`config.mk`:
```
export PLATFORM = sky130hd
export DESIGN_NAME = control_sequencer
export DESIGN_NICKNAME = d
export VERILOG_FILES = /design/src/rtl/control_sequencer.sv
export SDC_FILE = /design/constraint.sdc
export NUM_CORES = 1
export LEC_CHECK = 0
export CELL_PAD_IN_SITES_DETAIL_PLACEMENT = 0
export CELL_PAD_IN_SITES_GLOBAL_PLACEMENT = 1
export CORE_MARGIN = 4
export CORE_UTILIZATION = 40
export DETAILED_ROUTE_END_ITERATION = 7
export PLACE_DENSITY_LB_ADDON = 0.2
export RECOVER_POWER = 100
export SLEW_MARGIN = 10
export SYNTH_ARGS = -nofsm -noshare
export SYNTH_HDL_FRONTEND = slang
export SYNTH_SLANG_ARGS = --single-unit
```
`constraint.sdc`:
```
create_clock -name clock -period 2.43 [get_ports clock]
set_input_delay 0.243 -clock clock [delete_from_list [all_inputs] [get_ports clock]]
set_output_delay 0.243 -clock clock [all_outputs]
set_load 0.05 [all_outputs]
```
`src/rtl/control_sequencer.sv`:
```
// control_sequencer
//   Steps through a small table of control words and plays each entry to the
//   datapath for (hold + 1) cycles. The table can only be written while idle.
//   A run can loop back to entry 0 forever, or it can finish with a one-cycle
//   done pulse.
//
// Ports
//   clock, reset   rising-edge clock; reset is synchronous and active-high
//   wr_en/wr_addr/wr_word/wr_hold
//                  table write port; it takes effect only in IDLE
//   last_step      index of the final entry; latched at start
//   loop           1 = wrap to entry 0 after last_step; latched at start
//   start, abort   begin a run (in IDLE) / terminate a run (in RUN)
//   control_word   registered word to the datapath; IDLE_WORD when idle
//   step           registered index of the entry being driven
//   busy           high while running
//   done           one-cycle pulse when a non-looping run completes
module control_sequencer #(
  parameter int                  CW_WIDTH  = 37,
  parameter int                  DEPTH     = 8,
  parameter int                  AW        = $clog2(DEPTH),
  parameter int                  HOLD_W    = 4,
  parameter logic [CW_WIDTH-1:0] IDLE_WORD = {CW_WIDTH{1'b0}}
) (
  input  logic                clock,
  input  logic                reset,
  input  logic                wr_en,
  input  logic [AW-1:0]       wr_addr,
  input  logic [CW_WIDTH-1:0] wr_word,
  input  logic [HOLD_W-1:0]   wr_hold,
  input  logic [AW-1:0]       last_step,
  input  logic                loop,
  input  logic                start,
  input  logic                abort,
  output logic [CW_WIDTH-1:0] control_word,
  output logic [AW-1:0]       step,
  output logic                busy,
  output logic                done
);

  typedef enum logic [0:0] {ST_IDLE = 1'b0, ST_RUN = 1'b1} state_e;

  localparam logic [AW-1:0]     STEP_ZERO = {AW{1'b0}};
  localparam logic [AW-1:0]     STEP_ONE  = AW'(1'b1);
  localparam logic [HOLD_W-1:0] HOLD_ZERO = {HOLD_W{1'b0}};
  localparam logic [HOLD_W-1:0] HOLD_ONE  = HOLD_W'(1'b1);

  state_e                             state_q, state_d;
  logic [DEPTH-1:0][CW_WIDTH-1:0]     tbl_word_q, tbl_word_d;
  logic [DEPTH-1:0][HOLD_W-1:0]       tbl_hold_q, tbl_hold_d;
  logic [HOLD_W-1:0]                  hold_cnt_q, hold_cnt_d;
  logic [AW-1:0]                      last_q, last_d;
  logic                               loop_q, loop_d;
  logic [CW_WIDTH-1:0]                control_word_q, control_word_d;
  logic [AW-1:0]                      step_q, step_d;
  logic                               busy_q, busy_d;
  logic                               done_q, done_d;

  // Table write port, open only while idle.
  always_comb begin
    tbl_word_d = tbl_word_q;
    tbl_hold_d = tbl_hold_q;
    if ((state_q == ST_IDLE) && wr_en) begin
      tbl_word_d[wr_addr] = wr_word;
      tbl_hold_d[wr_addr] = wr_hold;
    end else begin
      tbl_word_d = tbl_word_q;
      tbl_hold_d = tbl_hold_q;
    end
  end

  // Sequencer next state. Entries are read from the post-write table view,
  // so a write to entry 0 in the start cycle feeds step 0 directly.
  always_comb begin
    state_d        = state_q;
    hold_cnt_d     = hold_cnt_q;
    last_d         = last_q;
    loop_d         = loop_q;
    control_word_d = control_word_q;
    step_d         = step_q;
    done_d         = 1'b0;
    case (state_q)
      ST_IDLE: begin
        if (start) begin
          state_d        = ST_RUN;
          step_d         = STEP_ZERO;
          control_word_d = tbl_word_d[STEP_ZERO];
          hold_cnt_d     = tbl_hold_d[STEP_ZERO];
          last_d         = last_step;
          loop_d         = loop;
        end else begin
          control_word_d = IDLE_WORD;
          step_d         = STEP_ZERO;
          hold_cnt_d     = HOLD_ZERO;
        end
      end
      ST_RUN: begin
        if (abort) begin
          state_d        = ST_IDLE;
          control_word_d = IDLE_WORD;
          step_d         = STEP_ZERO;
          hold_cnt_d     = HOLD_ZERO;
        end else if (hold_cnt_q != HOLD_ZERO) begin
          hold_cnt_d = hold_cnt_q - HOLD_ONE;
        end else if (step_q < last_q) begin
          // Next entry loads on the expiry edge, so there is no gap cycle.
          step_d         = step_q + STEP_ONE;
          control_word_d = tbl_word_d[step_q + STEP_ONE];
          hold_cnt_d     = tbl_hold_d[step_q + STEP_ONE];
        end else if (loop_q) begin
          step_d         = STEP_ZERO;
          control_word_d = tbl_word_d[STEP_ZERO];
          hold_cnt_d     = tbl_hold_d[STEP_ZERO];
        end else begin
          state_d        = ST_IDLE;
          control_word_d = IDLE_WORD;
          step_d         = STEP_ZERO;
          hold_cnt_d     = HOLD_ZERO;
          done_d         = 1'b1;
        end
      end
      default: begin
        state_d        = ST_IDLE;
        control_word_d = IDLE_WORD;
        step_d         = STEP_ZERO;
        hold_cnt_d     = HOLD_ZERO;
      end
    endcase
    busy_d = (state_d == ST_RUN);
  end

  // State and output registers with synchronous reset; reset also clears the table.
  always_ff @(posedge clock) begin
    if (reset) begin
      state_q        <= ST_IDLE;
      tbl_word_q     <= {(DEPTH*CW_WIDTH){1'b0}};
      tbl_hold_q     <= {(DEPTH*HOLD_W){1'b0}};
      hold_cnt_q     <= HOLD_ZERO;
      last_q         <= STEP_ZERO;
      loop_q         <= 1'b0;
      control_word_q <= IDLE_WORD;
      step_q         <= STEP_ZERO;
      busy_q         <= 1'b0;
      done_q         <= 1'b0;
    end else begin
      state_q        <= state_d;
      tbl_word_q     <= tbl_word_d;
      tbl_hold_q     <= tbl_hold_d;
      hold_cnt_q     <= hold_cnt_d;
      last_q         <= last_d;
      loop_q         <= loop_d;
      control_word_q <= control_word_d;
      step_q         <= step_d;
      busy_q         <= busy_d;
      done_q         <= done_d;
    end
  end

  assign control_word = control_word_q;
  assign step         = step_q;
  assign busy         = busy_q;
  assign done         = done_q;

endmodule

```
==> Yosys cells after proc, flatten, opt, wreduce, memory -nomap -nowiden <==
Cells that the tools add are included.
{ "word_totals": {"reg_bits": 378, "wordCells": 71, "out_inout_bits": 42, "in_bits": 53} }
{ "classes": {"magnitude_cmp": 4, "eq_ne": 1, "muxes": 35, "reduce_logical": 5, "bitwise": 1, "addsub": 2} }
{ "op_table": {"columns": ["operator", "count"], "rows": [
  ["bitwise mux 296 bit", 1],
  ["two-way mux 296 bit", 1],
  ["two-way mux 37 bit", 7],
  ["binary-select mux 37 bit (select 3 bit)", 1],
  ["demux 37 bit (select 3 bit)", 1],
  ["case mux 37 bit (2 select lines)", 1],
  ["bitwise mux 32 bit", 1],
  ["two-way mux 32 bit", 1],
  ["two-way mux 4 bit", 7],
  ["binary-select mux 4 bit (select 3 bit)", 1],
  ["demux 4 bit (select 3 bit)", 1],
  ["two-way mux 3 bit", 3],
  ["less-than comparator 3 x 4 -> 1 bit, second input constant", 2],
  ["case mux 4 bit (2 select lines)", 1],
  ["two-way mux 1 bit", 6],
  ["case mux 3 bit (2 select lines)", 1],
  ["OR reduction 5 bit", 1],
  ["nonzero test 4 bit", 1],
  ["subtractor 4 x 1 -> 4 bit, second input constant", 1],
  ["adder 3 x 1 -> 3 bit, second input constant", 1],
  [">= comparator 3 x 1 -> 1 bit, second input constant", 1],
  ["less-than comparator 3 bit", 1],
  ["!= test 3 bit, second input constant", 1],
  ["logical AND 1 bit", 2],
  ["other kinds (3)", 3]
]} }

==> Depth between registers and ports, before layout <==
{ "depth": {"depth_word": 12, "depth_mapped": 10, "mapped_depth_nobuf": 8} }

==> Least setup slack after synthesis <==
OpenSTA, ideal clock, no wires.
{ "synth_path": {"path_kind": "reg-to-reg", "start": "reg, netlist name busy", "end": "reg control_word_q[10] (netlist: control_word[10])", "required_time_ns": 2.308, "path_buffers": 1, "setup_time_ns": 0.122, "period_less_slack_ns": 2.891, "path_slack_ns": -0.461, "t_arrival_ns": 2.769, "stages_incl_launch_ff": 8, "path_cell_list": "dfxtp_1 > nand3b_1 > nor2_1 > clkbuf_1 > mux2i_1 > mux2i_1 > mux4_2 > a221o_1"} }
{ "synth_rtl": {"columns": ["element", "line_no", "rtl"], "rows": [
  ["end signal: assignment", "152", "control_word_q <= control_word_d;"],
  ["end: declaration", "54", "logic [CW_WIDTH-1:0] control_word_q, control_word_d;"]
]} }

==> key figures <==
Drt
  • Drt total wl: between 40 and 50 mm
  • Starting DRC count in detailed routing: slightly below 900
  • Routed Antenna Nets: 0
  • Top sig layer: met5
  • DRT Pass-1 Iters: 5
  • Via count: about 13000
  • Met1 Wirelength: between 20 and 25 mm
  • Wire per inst: 18.86 µm
  • Vias per Instance: roughly 5
  • Drc violations: 0
  • Met3 wire len: around 1.8 mm
  • Metal2 WL: 22.87 mm

Pwr
  • Max rail drop VDD: 484.6 µV
  • Pwr dens: approximately 600 nW/µm²
  • Leak pwr: around 11 nW
  • Total power: ~14 mW

Yosys
  • Share of the synthesized area in the top cell type: a little under half
  • Post-synth EDFFs: 0
  • Top post-synthesis cells by area: dfxtp_1 (45%), mux2i_1 (27%), nor2_1 (8.4%)
  • Synthesized area: 16730 µm²
  • Mean Syn Cell Area: 10.21 µm²
  • Syn_nets: around 1700
  • Post-synthesis sequential area ratio: between 40 and 50%
  • Fraction of registers with async set/reset: 0%
  • FF+latch count, synth: around 380
  • Post-synth top area cell: dfxtp_1
  • Synth cell types: 50
  • Top_reg_cell synth: dfxtp_1
  • Ys Warns: 0
  • Cells after Synth: 1638

Clock tree
  • Clock root buffer: clkbuf_16
  • Bufs on Longest Clock Path: 3
  • CTS tree: done
  • CTS Buf Count: 43
  • H-tree depth: 2
  • Clk Latency, worst-skew pair: ~570 ps
  • Clk sinks: 378
  • CTS clk-pin slew, worst paths: 60 ps

Outcome
  • Failing checks: negative setup slack
  • Outcome: complete, but fails checks

Global route
  • Initial antenna violation count: 2
  • Vias in the first global route: around 13000
  • Largest net degree at the start of global routing: 176
  • Total track usage: 20.79%
  • GRT overflow: 0
  • Global-route wire length before repair: between 70 and 80 mm

Critical path
  • Crit-path most repeated cell: buf_12
  • CP max stage delay: 470 ps
  • Worst Path Arrival: roughly 2900 ps
  • Setup crit end: control_word[13]
  • Worst R2R Start: busy
  • R2R depth: 9
  • Crit Path Class: flop to flop
  • CP max-delay cell: mux4_2
  • Worst path top cell family by delay: multiplexers
  • Worst Path Required: 2870 ps
  • CP Buf/Inv Count: 3
  • Crit Reg-Reg Endpoint: control_word[13]
  • Worst-path cell chain: nand3b_1 > buf_12 > nor2_4 > buf_12 > buf_4 > mux2i_2 > mux2i_1 > mux4_2 > a221o_1
  • Critical path launch point type: flop
  • CP Launch Point: busy
  • CP endpoint kind: flop
  • Crit path depth: 9
  • Crit-path max FO: 8
  • R2R Setup Slk: -50 ps

Placed design
  • Placed cell count: roughly 2400
  • Dpl hpwl: 28.56 mm
  • Port bufs: 94
  • GP Congestion: around 0.8

Floorplan
  • Core Area: 41110 µm²
  • Chip Width: ~210 µm
  • Cell Rows: 74
  • Boundary pin count: 95
  • Die Area: roughly 45000 µm²
  • Die Y: between 200 and 250 µm
  • Initial Util: between 40% and 50%

Timing
  • FMAX: a little over 400 MHz
  • Slew Viols, Final: 0
  • RSZ-0062 raised after global routing: true
  • Final WS setup: -54.17 ps
  • Count of final setup violators: 23
  • Relative slew margins: 38.46%
  • Post-route clock skew: roughly 12 ps
  • Fin crit period: around 2500 ps
  • Fin crit share: 102.2%
  • Final Hold Fails: 0
  • Hold WS: roughly 300 ps
  • Worst slew pin tran: about 920 ps

Final layout
  • Ant. Diodes: 0
  • Register area: approximately 7600 µm²
  • Nets: approximately 2000
  • Multi-input gate area: 9341 µm²
  • Layout cells sized above 1: 29.73%
  • Fillers: 3564
  • Non-filler instance count after layout: approximately 2600
  • Area growth, synth to finish: 39.68%

Flow run
  • Max-capacitance violation count: 0

Worst hold path
  • Min-delay worst type: primary input to flop
## routing by layer
| layer | vias to the layer above | track usage [%] |
|---|---|---|
| li1 | 6431 | - |
| met1 | 6424 | 28.43 |
| met2 | 216 | 34.62 |
| met3 | 60 | 3.409 |
| met4 | 4 | 5.087 |
| met5 | - | 0 |
## placed cells by master, fill, tap and decap left out, types with 5 or more instances in the layout
master | Yosys | final
dfxtp_1 | 378 | 374
mux2i_1 | 457 | 372
nor2_1 | 375 | 370
buf_4 | 0 | 306
clkdlybuf4s50_1 | 0 | 93
clkbuf_16 | 0 | 49
mux2i_4 | 0 | 46
buf_12 | 0 | 41
mux2i_2 | 0 | 39
mux4_2 | 37 | 37
o21a_1 | 33 | 33
a221o_1 | 32 | 32
a21oi_1 | 20 | 20
o21ai_0 | 21 | 17
mux2_2 | 20 | 16
clkbuf_8 | 0 | 14
clkbuf_1 | 127 | 11
nand2_1 | 15 | 10
clkinv_2 | 0 | 10
a211oi_1 | 9 | 9
nand3_1 | 8 | 8
nor3_1 | 7 | 7
buf_6 | 4 | 7
inv_1 | 6 | 6
nor2_4 | 0 | 5
a2bb2oi_1 | 5 | 5
## power breakdown
group	total, mW	switching (mW)	internal, mW
combinational	1.41	0.720	0.691
clock	6.44	2.61	3.83
sequential	6.36	0.0486	6.32
total	14.2	3.38	10.8
## cells in the mapped netlist (2+ instances only)
library cell,number
nand4_1,3
a21oi_1,20
a211oi_1,9
buf_1,16
a41oi_1,2
ha_1,5
and3_1,3
o21a_1,33
nor2b_1,3
xnor2_1,2
dfxtp_1,378
clkbuf_1,127
nor3_1,7
mux2i_1,457
a2bb2oi_1,5
and2_1,3
o31ai_1,4
a221o_1,32
buf_6,4
nand2_1,15
mux2_2,20
nand3_1,8
a221oi_1,2
o22ai_1,3
nor2_1,375
inv_1,6
nand2b_1,4
o211ai_1,3
buf_2,12
mux4_2,37
o21ai_0,21
## sequential cells by signal, indices dropped and copies added, names as in the netlist
| signal | cells |
|---|---|
| last_q | 3 |
| control_word | 37 |
| hold_cnt_q | 4 |
| loop_q | 1 |
| step | 3 |
| busy | 1 |
| done | 1 |
| tbl_hold_q | 32 |
| tbl_word_q | 296 |
## worst min-delay path, cell delays in order
cell	delay (ps)
clkdlybuf4s50_1	400
mux2i_1	120
nor2_1	50
## what timing repair did
item | 4_1_cts | 5_1_grt
hold buffers | 1 | 0
buffers inserted | 22 | 16
endpoints found under the hold margin | 5 | 0
pin swaps | 2 | 3
resized for setup | 28 | 135
endpoints found under the setup margin | 22 | 37
gates cloned | 1 | 4
## area by class of cell
class                           count  area share, %
Clock inverter                     13         0.3587
Timing Repair Buffer              459          18.49
Tap cell                          532          2.848
Clock buffer                       67          5.771
Inverter                            7         0.1446
Multi-Input combinational cell   1094          39.97
Sequential cell                   378          32.41
## per-stage QoR
step           util [%]  setup TNS [ps]  instance area, µm²  worst slack (ps)
2_1_floorplan         -           -1775               16800            -59.79
3_3_place_gp      50.32          -14150               20690            -419.9
3_5_place_dp      50.32          -15210               20690            -487.5
4_1_cts           54.65          -664.5               22470            -74.41
5_1_grt           56.85           -3491               23370            -136.7
6_report          56.85          -536.5               23370            -54.17
## kinds of logic after synthesis
| kind of cell | Yosys count | share of synthesized area, % |
|---|---|---|
| multiplexers | 514 | 33.67 |
| AND/OR/NAND/NOR | 428 | 10.13 |
| flip-flops | 378 | 45.23 |
| buffers and inverters | 166 | 3.993 |
| AO/OA/AOI/OAI | 144 | 6.446 |
| adder cells (fa/ha/maj) | 5 | 0.3739 |
| XOR/XNOR | 3 | 0.1571 |
## how the worst min path moves through the flow
stage	from	end	depth (start not counted)
4_1_cts	loop	loop_q	3
2_1_floorplan	wr_hold[3]	tbl_hold_q[23]	2
3_5_place_dp	tbl_hold_q[31]	tbl_hold_q[31]	2
5_1_grt	last_step[0]	last_q[0]	3
3_3_place_gp	tbl_word_q[211]	tbl_word_q[211]	2
6_report	last_step[1]	last_q[1]	3
No activity file was read; power rests on OpenSTA's default activity.
